<file path="config.mk">
export PLATFORM = sky130hd
export DESIGN_NAME = divider_man
export DESIGN_NICKNAME = d
export VERILOG_FILES = /design/src/rtl/divider_pkg.sv /design/src/rtl/divider_cell.sv /design/src/rtl/divider_man.sv
export SDC_FILE = /design/constraint.sdc
export NUM_CORES = 1
export LEC_CHECK = 0
export CAP_MARGIN = 25
export CORE_MARGIN = 2
export CORE_UTILIZATION = 55
export CTS_BUF_LIST = sky130_fd_sc_hd__clkbuf_8
export DETAILED_ROUTE_END_ITERATION = 8
export PLACE_DENSITY = 0.72
export RECOVER_POWER = 100
export SYNTH_ARGS = -nofsm -noshare
export SYNTH_HDL_FRONTEND = slang
export SYNTH_HIERARCHICAL = 1
export SYNTH_SLANG_ARGS = --single-unit
</file>
<file path="constraint.sdc">
create_clock -name clk -period 3.21 [get_ports clk]
set_clock_uncertainty 0.1 [all_clocks]
set_input_delay 0.8025 -clock clk [delete_from_list [all_inputs] [get_ports clk]]
set_output_delay 0.8025 -clock clk [all_outputs]
set_load 0.005 [all_outputs]
</file>
<file path="src/rtl/divider_pkg.sv">
// Shared widths and the per-stage record for the pipelined restoring divider.
package divider_pkg;

    localparam int DIV_N = 8;
    localparam int DIV_M = 5;

    // One pipeline stage's register contents at the default widths
    typedef struct packed {
        logic             valid;
        logic [DIV_M:0]   partial;
        logic [DIV_N-1:0] quot;
        logic [DIV_N-1:0] dvd;
        logic [DIV_M-1:0] dvs;
    } stage_t;

endpackage

</file>
<file path="src/rtl/divider_cell.sv">
// One restoring-division stage: shift in the next dividend bit, trial-subtract,
// and register the updated partial remainder, quotient, dividend and divisor.
module divider_cell
    import divider_pkg::*;
#(
    parameter int N = DIV_N,
    parameter int M = DIV_M
) (
    input  logic         clk,
    input  logic         rstn,
    input  logic         valid_in,
    input  logic [M:0]   partial_in,
    input  logic [N-1:0] quot_in,
    input  logic [N-1:0] dvd_in,
    input  logic [M-1:0] dvs_in,
    output logic         valid_out,
    output logic [M:0]   partial_out,
    output logic [N-1:0] quot_out,
    output logic [N-1:0] dvd_out,
    output logic [M-1:0] dvs_out
);

    logic [M:0] shifted_s;
    logic [M:0] diff_s;
    logic       ge_s;
    logic [M:0] next_partial_s;

    logic         valid_r;
    logic [M:0]   partial_r;
    logic [N-1:0] quot_r;
    logic [N-1:0] dvd_r;
    logic [M-1:0] dvs_r;

    // Trial subtraction; a zero divisor always "fits", giving an all-ones quotient
    always_comb begin
        shifted_s      = {partial_in[M-1:0], dvd_in[N-1]};
        diff_s         = shifted_s - {1'b0, dvs_in};
        ge_s           = (shifted_s >= {1'b0, dvs_in});
        next_partial_s = shifted_s;
        if (ge_s) begin
            next_partial_s = diff_s;
        end else begin
            next_partial_s = shifted_s;
        end
    end

    // Stage registers: valid always advances, data only on a valid operand
    always_ff @(posedge clk or posedge rstn) begin
        if (rstn) begin
            valid_r   <= 1'b0;
            partial_r <= {(M+1){1'b0}};
            quot_r    <= {N{1'b0}};
            dvd_r     <= {N{1'b0}};
            dvs_r     <= {M{1'b0}};
        end else begin
            valid_r <= valid_in;
            if (valid_in) begin
                partial_r <= next_partial_s;
                quot_r    <= {quot_in[N-2:0], ge_s};
                dvd_r     <= {dvd_in[N-2:0], 1'b0};
                dvs_r     <= dvs_in;
            end
        end
    end

    assign valid_out   = valid_r;
    assign partial_out = partial_r;
    assign quot_out    = quot_r;
    assign dvd_out     = dvd_r;
    assign dvs_out     = dvs_r;

endmodule

</file>
<file path="src/rtl/divider_man.sv">
// Fully pipelined unsigned divider, N stages, one result per clock after N cycles.
// Define DIVIDER_ZERO_FLAG_EN to add the div_by_zero output.
module divider_man
    import divider_pkg::*;
#(
    parameter int N = DIV_N,
    parameter int M = DIV_M
) (
    input  logic         clk,
    input  logic         rstn,
    input  logic         data_rdy,
    input  logic [N-1:0] dividend,
    input  logic [M-1:0] divisor,
    output logic         res_rdy,
    output logic [N-1:0] merchant,
`ifdef DIVIDER_ZERO_FLAG_EN
    output logic [M-1:0] remainder,
    output logic         div_by_zero
`else
    output logic [M-1:0] remainder
`endif
);

    logic         valid_s   [N+1];
    logic [M:0]   partial_s [N+1];
    logic [N-1:0] quot_s    [N+1];
    logic [N-1:0] dvd_s     [N+1];
    logic [M-1:0] dvs_s     [N+1];

    assign valid_s[0]   = data_rdy;
    assign partial_s[0] = {(M+1){1'b0}};
    assign quot_s[0]    = {N{1'b0}};
    assign dvd_s[0]     = dividend;
    assign dvs_s[0]     = divisor;

    for (genvar k = 0; k < N; k++) begin : g_stage
        divider_cell #(
            .N (N),
            .M (M)
        ) u_cell (
            .clk         (clk),
            .rstn        (rstn),
            .valid_in    (valid_s[k]),
            .partial_in  (partial_s[k]),
            .quot_in     (quot_s[k]),
            .dvd_in      (dvd_s[k]),
            .dvs_in      (dvs_s[k]),
            .valid_out   (valid_s[k+1]),
            .partial_out (partial_s[k+1]),
            .quot_out    (quot_s[k+1]),
            .dvd_out     (dvd_s[k+1]),
            .dvs_out     (dvs_s[k+1])
        );
    end

    // Last stage registers are the outputs; the remainder never needs the guard bit
    assign res_rdy   = valid_s[N];
    assign merchant  = quot_s[N];
    assign remainder = partial_s[N][M-1:0];

`ifdef DIVIDER_ZERO_FLAG_EN
    logic [N-1:0] zero_r;

    // Zero-divisor flag travels with the valid bit; bubbles shift in 0
    always_ff @(posedge clk or posedge rstn) begin
        if (rstn) begin
            zero_r <= {N{1'b0}};
        end else begin
            zero_r <= {zero_r[N-2:0], data_rdy & (divisor == {M{1'b0}})};
        end
    end

    assign div_by_zero = zero_r[N-1];
`endif

endmodule

</file>
## After elaboration in Yosys (flattened, before gate mapping)

Index checks and enable logic that the tools add are counted.

- Register bits: 147
- Bits of input ports: 16
- Output and inout port bits: 14
- Word-level logic and storage cells: 62

- Add/subtract/negate cells: 8
- Magnitude comparators: 8
- Muxes and demuxes: 8

Operators with widths:

| kind | count |
|---|---|
| $ge 6x5->1 | 7 |
| $mux 5 | 8 |
| $sub 5x5->5 | 7 |
| $ge 1x5->1 | 1 |
| $sub 1x5->5 | 1 |

## Logic depth before layout (Yosys ltp)

Gate-level depths: netlist of the first run.

- Word-level depth: 2
- Depth in mapped cells: 8
- Mapped depth without buffers: 8

## By module

Netlist of the first run, hierarchy kept.

Modules (own cells, without submodules):

| module | instances | cells an instance | area an instance (um^2) | sequential area each (um^2) |
|---|---|---|---|---|
| divider_cell (g_stage[3].u_cell ...) | 4 | 111 | 1,331.3 | 675.6 |
| divider_cell (g_stage[0].u_cell ...) | 3 | 111 | 1,318.8 | 675.6 |
| divider_cell (g_stage[7].u_cell) | 1 | 111 | 1,332.5 | 675.6 |
| divider_man | 1 | 1 | 3.8 | 0.0 |

## Worst setup path before layout of the first run

No wires, ideal clock.

- Kind: input to register
- From: in dividend[7]
- To: reg g_stage[0].u_cell.partial_r[2]
- Library setup time: 0.126 ns
- Arrival time: 2.344 ns
- Data required time: 2.984 ns
- Slack: 0.640 ns
- Stages: 8
- Buffers on the path: 0
- Cells stage by stage: inv_1 -> ha_1 -> inv_1 -> fa_1 -> a211oi_1 -> o21ai_1 -> and4_4 -> a311o_1

- Cells in the longest elaborated chain, start to end: 2
- Elaborated cells between the ends (all ways): 3
- Those cells by class: add/sub: 1; order compare: 1; mux: 1

Ends and longest elaborated chain:

| element | line | source |
|---|---|---|
| from (decl) | divider_man.sv:12 | `input logic [N-1:0] dividend,` |
| $sub 1x5->5 / $ge 1x5->1 (equally long branches) | divider_cell.sv:37, divider_cell.sv:38 |  |
| $mux 5 * | divider_cell.sv:40 | `if (ge_s) begin` |
| to (signal assigned) | divider_cell.sv:51 | `partial_r <= {(M+1){1'b0}};` |
| to (signal assigned) | divider_cell.sv:58 | `partial_r <= next_partial_s;` |
| to (decl) | divider_cell.sv:29 | `logic [M:0] partial_r;` |

Mark *: on every way between the ends. The rest lies on a longest branch, timed or not.
A chain may end at the register's enable or synchronous reset.

## Final worst setup path of the first run

- From: in dividend[7]
- To: reg g_stage[0].u_cell.partial_r[4]

The elaborated chain is that of the path after synthesis.

==> impl_metrics.csv, run 1 <==
group,metric,value,unit
global_routing,grt.total_usage,0.202,
clocking,cts_tree,"yes",
drt,wl_per_cell,15.3,um
clocking,holdBufCountCts,0,
yosys,yosys_warnings,6,
worst_setup_path,path_common_cell,"inv_1",
power_and_ir_drop,swShare,0.373,
clocking,path_clk_slew,0.08,ns
outcome,status,"finished clean",
power_and_ir_drop,p_switching,2.83,mW
timing,fin_crit_sh,0.858,
placement,place_congestion,0.832,
drt,drtIter0Drc,274,
floorplanning,num_rows,43,
worst_setup_path,cp_data_required_time,3.46,ns
worst_setup_path,critPathLaunchType,"input port",
drt,vias_per_cell,5.52,
floorplanning,die-area,15000,um^2
worst_hold_path,hold_path_class,"register to register",
clocking,clock-sinks,147,
clocking,cts_max_path_buffers,2,
final_layout,post_route_cells_drive_above_1_share,0.240,
power_and_ir_drop,p_per_area,891,nW/um^2
timing,rsz0062_at_grt,"false",
worst_setup_path,path_cells,"dlygate4sd3_1 -> inv_1 -> ha_1 -> inv_1 -> fa_1 -> a21o_1 -> a21oi_1 -> mux2_2 -> o31ai_1",
clocking,cts_root_buf,"clkbuf_8",
drt,vias,4997,
global_routing,grt_max_degree,28,
flow_run,maxCapViolations,0,
timing,period_needed,2.76,ns
clocking,cts-resized-gates,0,
drt,drc,0,
placement,placedInstanceArea,8150,um^2
floorplanning,io_pins,30,
worst_setup_path,cp_slowest_stage_delay,0.53,ns
yosys,synth.cell_area,7720,um^2
timing,slew_violations,0,
timing,whs,0.380,ns
final_layout,syn2layout_area_growth,10.4,%
timing,finalSetupViolCount,0,
yosys,synthCells,683,
power_and_ir_drop,combPwrFrac,0.417,
global_routing,grt_pass1_wl,23.7,mm
worst_setup_path,arrival,3.01,ns
worst_setup_path,crit_buf_inv,3,
final_layout,stdcell_area,8520,um^2
global_routing,overflow,0,
drt,first_pass_iters,4,
power_and_ir_drop,seqPwrFrac,0.390,
timing,tightest_slew,1.10,ns
timing,hold_violations,0,
power_and_ir_drop,p_leak,3.78,nW
clocking,cts_setup_buffers,0,
clocking,insertion_delay,0.44,ns
timing,fin_setup_tns,0,ns
drt,postRouteAntennaNets,0,
final_layout,antenna_cells,0,
worst_setup_path,path_max_fanout,3,
clocking,htreeDepth,4,
placement,port_buffers,29,
clocking,cts_buffers,17,
timing,max_freq,363,MHz
power_and_ir_drop,cell_internal_pwr,4.76,mW
timing,max_slew_margin,0.263,
final_layout,layout.nets,776,
floorplanning,die_w,123,um
floorplanning,coreArea,13800,um^2
worst_setup_path,critPathKind,"input port to register",
drt,wl,13.9,mm
global_routing,antenna_found_initial,0,
floorplanning,start_util,0.561,
power_and_ir_drop,power_frac_clock,0.193,
power_and_ir_drop,ir_worst_vdd,469,uV
floorplanning,die_h,123,um
worst_setup_path,end_kind,"register",
global_routing,grt_pass1_vias,5069,
worst_setup_path,cp_slowest_cell,"dlygate4sd3_1",
worst_setup_path,crit_family,"buffers and inverters",
yosys,avgSynthCellArea,11.3,um^2
placement,dp_hpwl,10.6,mm
==> metal layers <==
| metal | share of wire | global-route usage | wire length (um) | vias to the layer above |
|---|---|---|---|---|
| li1 | - | - | - | 2440 |
| met1 | 0.43 | 0.241 | 5950 | 2487 |
| met2 | 0.54 | 0.362 | 7430 | 56 |
| met3 | 0.023 | 0.0455 | 319 | 14 |
| met4 | 0.011 | 0.0647 | 157 | 0 |
| met5 | 0 | 0 | 0 | - |
==> sequential cells by signal, summed over array words and instances (netlist names) <==
name,flops
g_stage.u_cell/dvd_out,28
g_stage.u_cell/dvs_out,35
g_stage.u_cell/partial_out,40
g_stage.u_cell/quot_out,36
g_stage.u_cell/valid_out,8
==> metrics by stage <==
step | setup WS [ns] | power [mW] | utilization | std cells
floorplan | 0.640 | 5.45 | - | 695
global placement | 0.221 | 6.12 | 0.592 | 873
detailed placement | 0.180 | 6.27 | 0.592 | 873
CTS | 0.646 | 7.76 | 0.622 | 905
global route | 0.333 | 8.22 | 0.619 | 905
finish | 0.454 | 7.59 | 0.619 | 905
==> power by group through the flow <==
| stage | clock (mW) | sequential (mW) | combinational [mW] |
|---|---|---|---|
| 2_1_floorplan | 0 | 2.80 | 2.65 |
| 3_3_place_gp | 0 | 2.98 | 3.13 |
| 3_5_place_dp | 0 | 3.02 | 3.26 |
| 4_1_cts | 1.50 | 2.98 | 3.28 |
| 5_1_grt | 1.59 | 3.05 | 3.57 |
| 6_report | 1.46 | 2.96 | 3.17 |
==> worst min-delay path: stages (launching register included) <==
cell and delay [ns]:
dfrtp_1 0.34, nand2_1 0.05, o31ai_1 0.05
==> area by class of cell <==
cell class,instances,area [um^2]
Fill cell,1118,5250
Clock inverter,13,149
Timing Repair Buffer,31,298
Clock buffer,19,262
Sequential cell,147,3680
Tap cell,180,225
Inverter,68,255
Multi-Input combinational cell,447,3660
==> cell usage in the layout, fill, tap and decap left out, types with 13 or more instances in the layout <==
master and instances:
dfrtp_1 147, mux2_2 95, inv_1 67, nand2_1 46
ha_1 40, nor2_1 39, a21oi_1 29, nand3_1 24
clkbuf_8 19, dlygate4sd3_1 17, a31oi_1 15, a21o_2 14
conb_1 13
==> final timing paths <==
path	start	end	slack (ns)	cells past startpoint
max	dividend[7]	g_stage[0].u_cell/partial_out[4]	0.45	9
min	g_stage[7].u_cell/partial_out[4]	g_stage[7].u_cell/partial_out[4]	0.38	2
max reg2reg	g_stage[1].u_cell/dvd_out[7]	g_stage[2].u_cell/partial_out[2]	0.67	8
min reg2reg	g_stage[7].u_cell/partial_out[4]	g_stage[7].u_cell/partial_out[4]	0.38	2
max in group asynchronous	rstn	g_stage[0].u_cell/dvd_out[6]	1.55	2
min in group asynchronous	rstn	g_stage[7].u_cell/quot_out[4]	0.92	2
No activity file was read; power rests on OpenSTA's default activity.
==> run 2, diff against run 1 <==
--- a/config.mk
+++ b/config.mk
@@ -5,12 +5,14 @@
 export SDC_FILE = /design/constraint.sdc
 export NUM_CORES = 1
 export LEC_CHECK = 0
+export ABC_AREA = 1
 export CAP_MARGIN = 25
 export CORE_MARGIN = 2
 export CORE_UTILIZATION = 55
 export CTS_BUF_LIST = sky130_fd_sc_hd__clkbuf_8
 export DETAILED_ROUTE_END_ITERATION = 8
-export PLACE_DENSITY = 0.72
+export DONT_BUFFER_PORTS = 1
+export PLACE_DENSITY = 0.74
 export RECOVER_POWER = 100
 export SYNTH_ARGS = -nofsm -noshare
 export SYNTH_HDL_FRONTEND = slang
==> run 2 against run 1 <==
Combinational power down 13%; global-route usage barely moved; critical path depth is 2 higher; worst setup slack better by 0.53 ns; count of clock-buffer cells in the layout is the same; largest power group unchanged.
==> impl_metrics.csv, run 2 <==
group,metric,value,unit
final_layout,final_cell_mix,"nand2_1, dfrtp_1, inv_1",
final_layout,antenna_cells,0,
worst_setup_path,cp_data_required_time,3.50,ns
drt,wl_met2,7.34,mm
drt,wl,15.0,mm
floorplanning,num_rows,44,
power_and_ir_drop,ir_worst_vdd,376,uV
drt,first_pass_iters,5,
power_and_ir_drop,p_per_area,799,nW/um^2
floorplanning,coreArea,14600,um^2
global_routing,grt_pass1_wl,26.6,mm
timing,period_needed,2.22,ns
timing,fin_setup_tns,0,ns
final_layout,layout.nets,1112,
final_layout,syn2layout_area_growth,3.42,%
clocking,cts_max_path_buffers,2,
final_layout,largest_register_ffs,40,
power_and_ir_drop,p_leak,4.77,nW
timing,slew_violations,0,
timing,setup_ws,0.985,ns
clocking,path_clk_slew,0.08,ns
drt,vias,6167,
placement,port_buffers,0,
clocking,cts_setup_buffers,0,
floorplanning,io_pins,30,
placement,place_inst,1213,
drt,wl_met1,7.07,mm
clocking,cts-resized-gates,0,
global_routing,grt.total_usage,0.202,
global_routing,overflow,0,
flow_run,maxCapViolations,0,
worst_setup_path,critPathKind,"register to register",
worst_setup_path,critPathLaunchType,"register",
final_layout,final_common_cell,"nand2_1",
worst_setup_path,path_max_fanout,6,
timing,hold_violations,0,
timing,finalSetupViolCount,0,
floorplanning,die-area,15900,um^2
final_layout,multiInputGateArea,3650,um^2
drt,wl_per_cell,12.1,um
drt,postRouteAntennaNets,0,
clocking,cts_tree,"yes",
placement,dp_slack,0.986,ns
outcome,status,"finished clean",
floorplanning,start_util,0.564,
yosys,synthCells,1061,
final_layout,regArea,3680,um^2
final_layout,fill_cells,1316,
clocking,insertion_delay,0.46,ns
worst_setup_path,ff2ff_path_depth,11,
final_layout,stdcell_area,8510,um^2
timing,max_freq,449,MHz
drt,highest_layer,"met4",
floorplanning,die_w,126,um
clocking,clock-sinks,147,
placement,placedInstanceArea,8330,um^2
timing,tightest_slew,0.722,ns
floorplanning,die_h,126,um
clocking,htreeDepth,4,
drt,drtIter0Drc,366,
drt,routed-wl-met3,346,um
yosys,avgSynthCellArea,7.75,um^2
timing,rsz0062_at_grt,"false",
global_routing,grt_max_degree,23,
final_layout,post_route_cells_drive_above_1_share,0.0792,
worst_hold_path,hold_path_class,"input port to asynchronous set/reset pin",
worst_setup_path,end_kind,"register",
global_routing,grt_pass1_vias,6000,
clocking,cts_buffers,17,
worst_setup_path,arrival,2.52,ns
global_routing,antenna_found_initial,0,
worst_setup_path,r2r_slack,0.99,ns
final_layout,finalNonFillerCells,1245,
yosys,synth.cell_area,8230,um^2
drt,drc,0,
worst_setup_path,r2r_start,"g_stage[4].u_cell/dvd_out[7]",
yosys,yosys_warnings,6,
clocking,cts_root_buf,"clkbuf_8",
placement,dp_hpwl,11.5,mm
power_and_ir_drop,total_power,6.80,mW
drt,vias_per_cell,4.95,
timing,fin_crit_sh,0.693,
clocking,holdBufCountCts,0,
worst_setup_path,r2r_end,"g_stage[5].u_cell/partial_out[4]",
placement,place_congestion,0.859,
timing,max_slew_margin,0.518,
==> run 2: area by class of cell <==
cell class | instances | area share
Sequential cell | 147 | 0.432
Tap cell | 184 | 0.0271
Clock inverter | 13 | 0.0129
Multi-Input combinational cell | 730 | 0.429
Clock buffer | 19 | 0.0307
Inverter | 152 | 0.0674
==> run 2: power by group <==
part / leakage (nW) / internal (mW) / switching [mW]
clock: 0.191 / 0.649 / 0.705
sequential: 1.83 / 2.29 / 0.380
combinational: 2.75 / 1.10 / 1.67
==> run 2: per-stage QoR <==
stage / hold slack (ns) / utilization
2_1_floorplan: 0.327 / -
3_3_place_gp: 0.354 / 0.571
3_5_place_dp: 0.358 / 0.571
4_1_cts: 0.159 / 0.596
5_1_grt: 0.165 / 0.583
6_report: 0.171 / 0.583
==> run 2: how the worst max path moves through the flow <==
| stage | from | to | slack, ns | cells past startpoint |
|---|---|---|---|---|
| global route | g_stage[4].u_cell/dvd_out[7] | g_stage[5].u_cell/partial_out[4] | 0.81 | 11 |
| finish | g_stage[4].u_cell/dvd_out[7] | g_stage[5].u_cell/partial_out[4] | 0.99 | 11 |
| global placement | dividend[7] | g_stage[0].u_cell/partial_out[4] | 0.99 | 11 |
| CTS | g_stage[0].u_cell/dvd_out[7] | g_stage[1].u_cell/partial_out[3] | 1.28 | 11 |
| detailed placement | dividend[7] | g_stage[0].u_cell/partial_out[4] | 0.99 | 11 |
| floorplan | dividend[7] | g_stage[0].u_cell/partial_out[4] | 1.09 | 11 |
==> run 2: per-layer routing <==
layer | track usage | up-vias
li1 | - | 3221
met1 | 0.257 | 2855
met2 | 0.342 | 66
met3 | 0.0460 | 25
met4 | 0.0737 | 0
met5 | 0 | -
==> run 2: critical path: stages (launching register included) <==
cell and delay (ns):
dfrtp_1 0.40, inv_1 0.09, ha_1 0.15, inv_1 0.07, fa_1 0.42, inv_1 0.08
nand2_1 0.06, nand3_1 0.19, nand3_1 0.28, nand2_1 0.15, nand3_1 0.09, nand2_1 0.09
